===== config.mk =====
export PLATFORM = sky130hd
export DESIGN_NAME = mem_access_stage
export DESIGN_NICKNAME = d
export VERILOG_FILES = /design/src/rtl/mem_access_stage.sv
export SDC_FILE = /design/constraint.sdc
export NUM_CORES = 1
export LEC_CHECK = 0
export CAP_MARGIN = 20
export CELL_PAD_IN_SITES_DETAIL_PLACEMENT = 1
export CELL_PAD_IN_SITES_GLOBAL_PLACEMENT = 1
export CORE_MARGIN = 2
export CORE_UTILIZATION = 30
export CTS_BUF_LIST = sky130_fd_sc_hd__clkbuf_8
export CTS_CLUSTER_DIAMETER = 50
export CTS_CLUSTER_SIZE = 8
export DETAILED_ROUTE_END_ITERATION = 10
export GPL_ROUTABILITY_DRIVEN = 1
export HOLD_SLACK_MARGIN = 0.12
export PLACE_DENSITY = 0.67
export SLEW_MARGIN = 20
export SYNTH_ARGS = -nofsm -noshare
export SYNTH_HDL_FRONTEND = slang
export SYNTH_SLANG_ARGS = --single-unit

===== constraint.sdc =====
create_clock -name clk -period 8.55 [get_ports clk]
set_input_delay 1.71 -clock clk [delete_from_list [all_inputs] [get_ports clk]]
set_output_delay 1.71 -clock clk [all_outputs]
set_load 0.01 [all_outputs]

===== src/rtl/mem_access_stage.sv =====
// MEM pipeline stage: drives a single-port data-cache handshake for plain, byte and
// indirect (LDI/STI) loads and stores, stalls upstream while an access is outstanding,
// and produces the MEM-stage result used for forwarding. Also keeps a saturating
// count of stalled cycles.
module mem_access_stage #(
  parameter int unsigned CNT_WIDTH = 16
) (
  input  logic                 clk,
  input  logic                 reset,
  input  logic                 valid_in,
  input  logic [2:0]           memop,
  input  logic [15:0]          addr_in,
  input  logic [15:0]          store_data,
  input  logic                 clear_count,
  output logic [15:0]          dcache_addr,
  output logic                 dcache_read,
  output logic                 dcache_write,
  output logic [1:0]           dcache_wmask,
  output logic [15:0]          dcache_wdata,
  input  logic [15:0]          dcache_rdata,
  input  logic                 dcache_resp,
  output logic [15:0]          mem_data_out,
  output logic                 mem_done,
  output logic                 mem_stall,
  output logic [CNT_WIDTH-1:0] stall_count
);

  localparam logic [2:0] OpLdr = 3'b001;
  localparam logic [2:0] OpLdb = 3'b010;
  localparam logic [2:0] OpStr = 3'b011;
  localparam logic [2:0] OpStb = 3'b100;
  localparam logic [2:0] OpLdi = 3'b101;
  localparam logic [2:0] OpSti = 3'b110;

  localparam logic [CNT_WIDTH-1:0] CntOne = {{(CNT_WIDTH-1){1'b0}}, 1'b1};

  typedef enum logic [1:0] {
    StIdle = 2'd0,
    StAcc1 = 2'd1,
    StAcc2 = 2'd2,
    StDone = 2'd3
  } state_e;

  state_e               state_q, state_d;
  logic [2:0]           op_q, op_d;
  logic [15:0]          addr_q, addr_d;
  logic [15:0]          sdata_q, sdata_d;
  logic [15:0]          ptr_q, ptr_d;
  logic [15:0]          result_q, result_d;
  logic [CNT_WIDTH-1:0] stall_count_q, stall_count_d;

  logic        mem_valid;
  logic        op_indirect;
  logic        op_byte_store;
  logic        first_is_read;
  logic        first_is_write;
  logic [15:0] first_result;
  logic [15:0] byte_data;

  // Decode of the incoming instruction and of the latched operation.
  always_comb begin
    mem_valid      = valid_in && (memop != 3'b000) && (memop != 3'b111);
    op_indirect    = (op_q == OpLdi) || (op_q == OpSti);
    op_byte_store  = (op_q == OpStb);
    // Both indirect ops start by reading the pointer word.
    first_is_read  = (op_q == OpLdr) || (op_q == OpLdb) || op_indirect;
    first_is_write = (op_q == OpStr) || (op_q == OpStb);
    byte_data      = addr_q[0] ? {8'h00, dcache_rdata[15:8]} : {8'h00, dcache_rdata[7:0]};
    unique case (op_q)
      OpLdr:   first_result = dcache_rdata;
      OpLdb:   first_result = byte_data;
      default: first_result = sdata_q;
    endcase
  end

  // Access FSM next-state and latched operand updates.
  always_comb begin
    state_d  = state_q;
    op_d     = op_q;
    addr_d   = addr_q;
    sdata_d  = sdata_q;
    ptr_d    = ptr_q;
    result_d = result_q;
    unique case (state_q)
      StIdle: begin
        if (mem_valid) begin
          state_d = StAcc1;
          op_d    = memop;
          addr_d  = addr_in;
          sdata_d = store_data;
        end
      end
      StAcc1: begin
        if (dcache_resp) begin
          if (op_indirect) begin
            ptr_d   = {dcache_rdata[15:1], 1'b0};
            state_d = StAcc2;
          end else begin
            result_d = first_result;
            state_d  = StDone;
          end
        end
      end
      StAcc2: begin
        if (dcache_resp) begin
          result_d = (op_q == OpLdi) ? dcache_rdata : sdata_q;
          state_d  = StDone;
        end
      end
      StDone: begin
        // Inputs ignored here so the retiring instruction is never re-issued.
        state_d = StIdle;
      end
      default: state_d = StIdle;
    endcase
  end

  // Cache request outputs, derived from registered state only.
  always_comb begin
    dcache_addr  = 16'h0000;
    dcache_read  = 1'b0;
    dcache_write = 1'b0;
    dcache_wmask = 2'b00;
    dcache_wdata = 16'h0000;
    unique case (state_q)
      StAcc1: begin
        dcache_addr  = {addr_q[15:1], 1'b0};
        dcache_read  = first_is_read;
        dcache_write = first_is_write;
        if (op_byte_store) begin
          dcache_wmask = addr_q[0] ? 2'b10 : 2'b01;
          dcache_wdata = {sdata_q[7:0], sdata_q[7:0]};
        end else begin
          dcache_wmask = 2'b11;
          dcache_wdata = sdata_q;
        end
      end
      StAcc2: begin
        dcache_addr  = ptr_q;
        dcache_read  = (op_q == OpLdi);
        dcache_write = (op_q == OpSti);
        dcache_wmask = 2'b11;
        dcache_wdata = sdata_q;
      end
      default: ;
    endcase
  end

  // Pipeline-facing outputs; stall covers the presenting cycle through the last resp.
  always_comb begin
    mem_done     = (state_q == StDone);
    mem_stall    = !reset && (((state_q == StIdle) && mem_valid) ||
                              (state_q == StAcc1) || (state_q == StAcc2));
    if (reset) begin
      mem_data_out = 16'h0000;
    end else if (state_q == StDone) begin
      mem_data_out = result_q;
    end else begin
      mem_data_out = addr_in;
    end
    stall_count  = stall_count_q;
  end

  // Saturating stall counter next value; clear wins over increment.
  always_comb begin
    stall_count_d = stall_count_q;
    if (clear_count) begin
      stall_count_d = '0;
    end else if (mem_stall && !(&stall_count_q)) begin
      stall_count_d = stall_count_q + CntOne;
    end
  end

  // State registers.
  always_ff @(posedge clk or posedge reset) begin
    if (reset) begin
      state_q       <= StIdle;
      op_q          <= 3'b000;
      addr_q        <= 16'h0000;
      sdata_q       <= 16'h0000;
      ptr_q         <= 16'h0000;
      result_q      <= 16'h0000;
      stall_count_q <= '0;
    end else begin
      state_q       <= state_d;
      op_q          <= op_d;
      addr_q        <= addr_d;
      sdata_q       <= sdata_d;
      ptr_q         <= ptr_d;
      result_q      <= result_d;
      stall_count_q <= stall_count_d;
    end
  end

endmodule


== Word-level counts from Yosys, hierarchy flattened ==
Index checks and enable logic that the tools add are counted.
W data, S select, Z words.
Cells by class
  add/sub/neg operators: 1
  equal/unequal tests: 14
  mux-type cells: 24
  reduce and logical (&&, ||, !) cells: 22
Operators with widths (number)
  $mux W16: 9
  $pmux W16 S2: 4
  $add A16 B1 Y16 const B: 1
  $reduce_and A16 Y1: 1
  $mux W2: 5
  $eq A3 B3 Y1 const B: 3
  $mux W8: 1
  $ne A2 B2 Y1 const B: 4
  $pmux W2 S4: 1
  $eq A3 B2 Y1 const B: 2
  $logic_or A1 B1 Y1: 6
  $reduce_and A3 Y1: 2
  $logic_and A1 B1 Y1: 5
  $eq A2 B2 Y1 const B: 2
  $pmux W1 S2: 2
  $pmux W2 S2: 1
  $reduce_and A4 Y1: 1
  $reduce_bool A2 Y1: 2
  $eq A3 B1 Y1 const B: 1
  $ne A3 B3 Y1 const B: 1
  $reduce_bool A3 Y1: 1
  $eq A2 B1 Y1 const B: 1
  $logic_not A1 Y1: 2
  $logic_not A2 Y1: 1
  2 further kinds: 2
Word-level totals
  register bits: 84
  bits of input ports: 56
  output and inout bits: 70
  word-level logic and storage cells: 68

== Depth between registers and ports, before layout ==
  word-level depth: 10
  mapped depth: 8
  mapped depth without buffers: 6

== Least setup slack after synthesis ==
No wires, ideal clock.
  kind: in2out
  start point: input port reset
  end point: output port mem_stall
  arrival time: 2.737 ns
  required time: 6.840 ns
  slack: 4.103 ns
  cell stages on the path: 6
  path buffers: 3
  cells stage by stage: buf_6 -> nand3b_4 -> o32a_4 -> buf_6 -> clkbuf_1 -> inv_1
Between the ends
  word-level cells in the longest chain between the ends: 2
RTL lines
  start: declaration: line 9  | input logic reset,
  $logic_not A1 Y1 (no source line)
  $logic_and A1 B1 Y1: line 152  | mem_stall = !reset && (((state_q == StIdle) && mem_valid) ||
  end: declaration: line 24  | output logic mem_stall,
No other way between the ends.

== Final worst setup path ==
Same ends and word-level chain as after synthesis.

==> results.ini <==
[placement]
dp_slack_ns = 3.20
dp_hpwl_um = 11700
io_buffers = 124
place.gp.congestion = 0.802

[timing]
post-route-period-util_pct = 62.3
drv_slew = 0
finClkSkew_ns = 0.0163
fin_setup_tns_ns = 0
tightest_slew_ns = 0.974
hold_viol = 0
setup_violations = 0
relSlewSlack_pct = 35.1
clock.fmax_ghz = 0.188
rsz0062_at_grt = false
worst_slack_ns = 3.22
finalCriticalPeriod_ns = 5.33

[route]
remaining_drc_errors = 0
wire_per_inst_um = 20.2
dr.pass1.iters = 4
dr_total_vias = 4480
vias_per_cell = 5.38
totalWireLength_um = 16800
drtAntennaViolNets = 0
dr.first_iter.drc_count = 260

[grt]
grt_antenna_before_repair = 0
grt_max_degree = 59
grt_pass1_wl_um = 26300
overflow = 0
grt_util_all_layers_pct = 19.1
grt_pass1_vias = 4732

[worst_hold_path]
hold_class = flop to flop

[clocking]
clk_pin_slew_ns = 0.09
cts_setup_buffers = 0
ctsHoldBuffers = 0
clock_latency_ns = 0.39
root_buffer = clkbuf_8
cts_sinks = 84
cts_tree = built
cts_buffers = 9
clockBufferDepth = 2
cts_resized = 0
cts_max_level = 3

[synth]
mappedNetlistNets = 562
synth_cell_type_count = 54
synth_ff_type = dfrtp_1
yosys_warnings = 0
async_reset_ff_share_pct = 100
synth_area_mm2 = 0.00503
synth-edff-count = 0
seq_area_frac_synth_pct = 41.8
synthCells = 501
avgSynthCellArea_um2 = 10.0
ys_ff_latch = 84

[final_layout]
fin_nets = 668
area_growth_pct = 32.5
regArea_mm2 = 0.00210
multiInputGateArea_mm2 = 0.00274
num_antenna_cells = 0
drive_above_1_share_pct = 16.2
fillers = 1874

[setup_path]
critPathMaxStageDelay_ns = 0.54
crit_chain = clkdlybuf4s50_1, buf_4, nand3b_4, o32a_4, inv_1, clkdlybuf4s50_1
cp_slowest_cell = clkdlybuf4s50_1
startpoint_type = primary input
critPathMaxFanout = 27
arrival_ns = 3.62
cp_data_required_time_ns = 6.84
path_class = primary input to output port
crit_top_cell = clkdlybuf4s50_1
cp-end-kind = output port

[floorplanning]
die_y_um = 133
die_w_um = 133
io_pins = 126
coreArea_mm2 = 0.0165
rows = 47
die_area_mm2 = 0.0178
initial_core_util_pct = 30.5

[power]
p_leak_uw = 0.00264
power_density_mw_per_mm2 = 340
vdd_ir_drop_max_v = 0.000184

[flow_run]
maxCapViolCount = 0

[run_status]
status = completed

==> power by group <==
group / switching, uW / internal, uW / total (uW)
combinational: 620 / 611 / 1230
clock: 161 / 145 / 307
sequential: 170 / 555 / 725
==> cell usage after synthesis (11+ instances only) <==
library cell,instances,area [um^2]
a21oi_1,13,65.1
a221oi_1,16,140
a22oi_1,22,165
clkbuf_1,24,90.1
dfrtp_1,84,2100
mux2_2,55,619
mux2i_1,19,190
nand2_1,39,146
nand3_1,11,55.1
nor2_1,28,105
nor2b_1,31,194
o21ai_0,12,60.1
o31ai_1,16,120
==> placed cells by master, fill, tap and decap left out, types with 2 or more instances in the layout <==
cell | netlist | layout
a22oi_1 | 22 | 22
or4_1 | 9 | 9
ha_1 | 5 | 4
nor3_1 | 2 | 2
nand2_1 | 39 | 39
clkdlybuf4s50_1 | 0 | 124
nand3_1 | 11 | 11
and2_1 | 9 | 9
a21boi_0 | 2 | 2
nand2b_1 | 9 | 9
nor4_1 | 4 | 4
nand3b_1 | 2 | 2
buf_4 | 1 | 7
and3_1 | 2 | 2
mux2_2 | 55 | 55
or3_1 | 3 | 3
nor2_1 | 28 | 28
inv_6 | 0 | 2
a31o_2 | 8 | 8
inv_1 | 9 | 8
nor2b_1 | 31 | 30
mux2i_1 | 19 | 19
o22a_1 | 7 | 7
dfrtp_1 | 84 | 84
nand4_1 | 8 | 8
a211oi_1 | 2 | 2
clkbuf_8 | 0 | 10
o31ai_1 | 16 | 16
a21oi_1 | 13 | 13
clkinvlp_4 | 0 | 2
a221oi_1 | 16 | 16
o22ai_1 | 8 | 8
a21o_1 | 9 | 9
o21ai_0 | 12 | 12
==> worst paths after layout <==
path                                  start               to  slack (ns)  cells past startpoint
worst min-delay path            result_q[3]      result_q[3]        0.51                      2
min in group asynchronous             reset   stall_count[9]        1.99                      3
worst min register to register  result_q[3]      result_q[3]        0.51                      2
worst max-delay path                  reset        mem_stall        3.22                      6
worst max register to register   state_q[0]  stall_count[12]        5.77                      7
max in group asynchronous             reset        addr_q[8]        5.48                      4
==> final cells by class <==
cell class / instances / share of cell area (%)
clock buffer: 10 / 2.07
clock inverter: 6 / 1.07
inverter: 9 / 0.526
multi-input combinational: 371 / 41.1
sequential: 84 / 31.5
tap: 220 / 4.13
timing repair buffer: 132 / 19.6
==> through the flow <==
stage               cells  hold slack (ns)  utilization, %  instance area [um^2]  power, uW
finish                832            0.513            40.5                  6660       2260
global route          832            0.534            40.5                  6660       2420
CTS                   832            0.520            40.4                  6650       2280
detailed placement    816            0.495            39.1                  6440       1970
global placement      815            0.489            39.1                  6430       1930
floorplan             501            0.448               -                  5030       1470
==> critical path, delay by kind of cell <==
family                 cells  cell delay (ns)
buffers and inverters      4             1.26
AOI/OAI and AO/OA          1             0.44
and+or+nand+nor            1             0.19
==> kinds of logic (layout without fill, tap and decap cells) <==
kind of cell / Yosys count / after routing / share of synthesized area [%]
xor+xnor: 1 / 1 / 0.174
fa+ha+maj: 5 / 5 / 1.24
mux: 74 / 74 / 16.1
compound gates: 122 / 122 / 18.0
buf+inv: 46 / 157 / 3.98
flops: 84 / 84 / 41.8
simple gates: 168 / 168 / 18.6
other cells: 1 / 1 / 0.0746
==> metal layers <==
metal | GRT usage, % | share of wire (%)
met1 | 24.3 | 44
met2 | 32.3 | 49
met3 | 4.41 | 4.9
met4 | 5.91 | 1.7
met5 | 0 | 0
==> state kept, by name (all words and copies together), names as in the netlist <==
name and cells:
addr_q 16, result_q 16, sdata_q 16, stall_count 16
ptr_q 15, op_q 3, state_q 2
(Power assumes the default switching activity.)
==> patch, RTL diff (config.mk and constraints unchanged) <==
Change the parameter `CNT_WIDTH` from 16 to 18.
--- a/src/rtl/mem_access_stage.sv
+++ b/src/rtl/mem_access_stage.sv
@@ -3,7 +3,7 @@
 // and produces the MEM-stage result used for forwarding. Also keeps a saturating
 // count of stalled cycles.
 module mem_access_stage #(
-  parameter int unsigned CNT_WIDTH = 16
+  parameter int unsigned CNT_WIDTH = 18
 ) (
   input  logic                 clk,
   input  logic                 reset,
Interface: changed (resized stall_count); port bits go from 126 to 128. No check against the original RTL was run, so the function may have changed too.
==> patch against the original RTL <==
- clock power is 12% lower
- sequential cell count is 2 higher
- maximum frequency is 1.8% lower
- total power is 1.1% lower
- wire length is 1.8% lower
- cell area is 0.64% higher
- area after synthesis is 0.80% higher
- worst setup slack worse by 0.10 ns
- sequential power is 3.4% higher
- global-route usage is 0.10 points lower
==> patch: results (changes against the original RTL) <==
stage	metric	value	unit	change
finish	fillers	1847		-1.4%
pwr	P_sw	949.9	uW	about the same
global_routing	Total GRT Usage	19.01	%	-0.10 points
min_path	min-delay src	result_q[1]		
place	area post-placement	6494	um2	+0.76%
pwr	Peak supply drop	0.1525	mV	-17%
global_routing	vias in the first global route	4709		-0.49%
worst_setup_path	crit path DAT	3.72	ns	+0.10 ns
logic_synthesis	synthesized instance count	489		-2.4%
place	DP Cell Count	804		-1.5%
worst_setup_path	CP top delay family	buffers and inverters		
place	HPWL Detailed	11920	um	+2.2%
detailed_routing	DRT Wirelength	16490	um	-1.8%
finish	Final #Nets	658		-1.5%
logic_synthesis	main area contributors after synthesis	dfrtp_1, mux2_2, mux2i_1, nor2_1, a22oi_1		
timing	Max-slew headroom	28.20	%	-6.9 points
logic_synthesis	count of cell types in the netlist	55		+1.9%
cts	root buf cell	clkbuf_8		
detailed_routing	number of DRC markers in iteration 0	293		+13%
run_status	status	complete, no violations		
logic_synthesis	sequential cell area fraction in the yosys report	42.47	%	+0.66 points
cts	Skew-Pair Late Insertion Delay	0.39	ns	about the same
place	Buffers on Ports	126		+1.6%
global_routing	largest net degree at the start of global routing	65		+10%
place	RePlAce Congestion	0.7815		-2.5%
global_routing	first-pass GRT wire length	26460	um	+0.50%
logic_synthesis	top cell type's share of synthesized area	42.47	%	+0.66 points
logic_synthesis	net count after synthesis	550		-2.1%
worst_setup_path	worst-path maximum fanout	13		-52%
timing	clock skew	0.01017	ns	-0.006126 ns
place	Post-Place Worst Slack	2.675	ns	-0.5211 ns
## patch: cell count changes in the layout (fill, tap and decap cells not counted), sizes merged, moves of 8 or more
cell / delta
or4: -8
a31o: -8
nand2: -12
a21oi: -8
a211oi: +9
xnor2: +12
nor2: +18
mux2i: +8
o2bb2ai: +8
## patch: metal layers
metal  vias up  global-route usage, %  wire, um
met2       131                  31.14      7805
met1      2192                  25.48      7534
met5         -                      0         0
met4         0                  5.378       260
li1       2011                      -         -
met3        15                  3.968       884
## patch: kinds of logic after synthesis
kind of cell	count (synthesis)	share of synthesized area (%)
muxes	78	16.67
and+or+nand+nor	145	15.31
xor gates and xnor gates	15	2.593
AOI/OAI and AO/OA	115	17.88
adders and majority gates	5	1.235
other	1	0.07400
buffers and inverters	44	3.778
DFF	86	42.47
## patch: cell type report
class	instances	area share, %
inverter	8	0.5411
multi-input combinational	359	40.74
sequential	86	32.10
clock buffer	10	2.053
tap	220	4.105
timing repair buffer	133	19.89
clock inverter	6	0.5785
## patch: power groups by stage
stage               sequential, mW  combinational, mW  clock, mW
global placement             0.743               1.19          0
finish                       0.750               1.22      0.270
detailed placement           0.755               1.22          0
floorplan                    0.661              0.815          0
global route                 0.773               1.33      0.294
CTS                          0.748               1.23      0.281
## patch: through the flow
step	total power [mW]	hold WS, ns	utilization [%]
5_1_grt	2.397	0.5258	40.58
3_5_place_dp	1.976	0.4702	39.30
4_1_cts	2.256	0.4890	40.37
6_report	2.238	0.4853	40.58
3_3_place_gp	1.933	0.4636	39.30
2_1_floorplan	1.475	0.4483	-
## patch: final timing paths
path | cells after the start | end | slack [ns]
setup / recovery | 5 | mem_stall | 3.12
hold / removal | 1 | result_q[1] | 0.49
setup reg to reg | 9 | stall_count[17] | 5.74
hold reg to reg | 1 | result_q[1] | 0.49
max in group asynchronous | 3 | state_q[1] | 5.29
min in group asynchronous | 2 | addr_q[11] | 2.17
## patch: worst reg2reg max path: stages, from the launching register on
cell and delay [ns]:
dfrtp_1 0.43, inv_1 0.10, ha_2 0.16, buf_4 0.52, nor2_1 0.25, o32a_4 0.37, clkinv_4 0.10, o2111ai_4 0.14
or4_1 0.49, a21oi_1 0.17
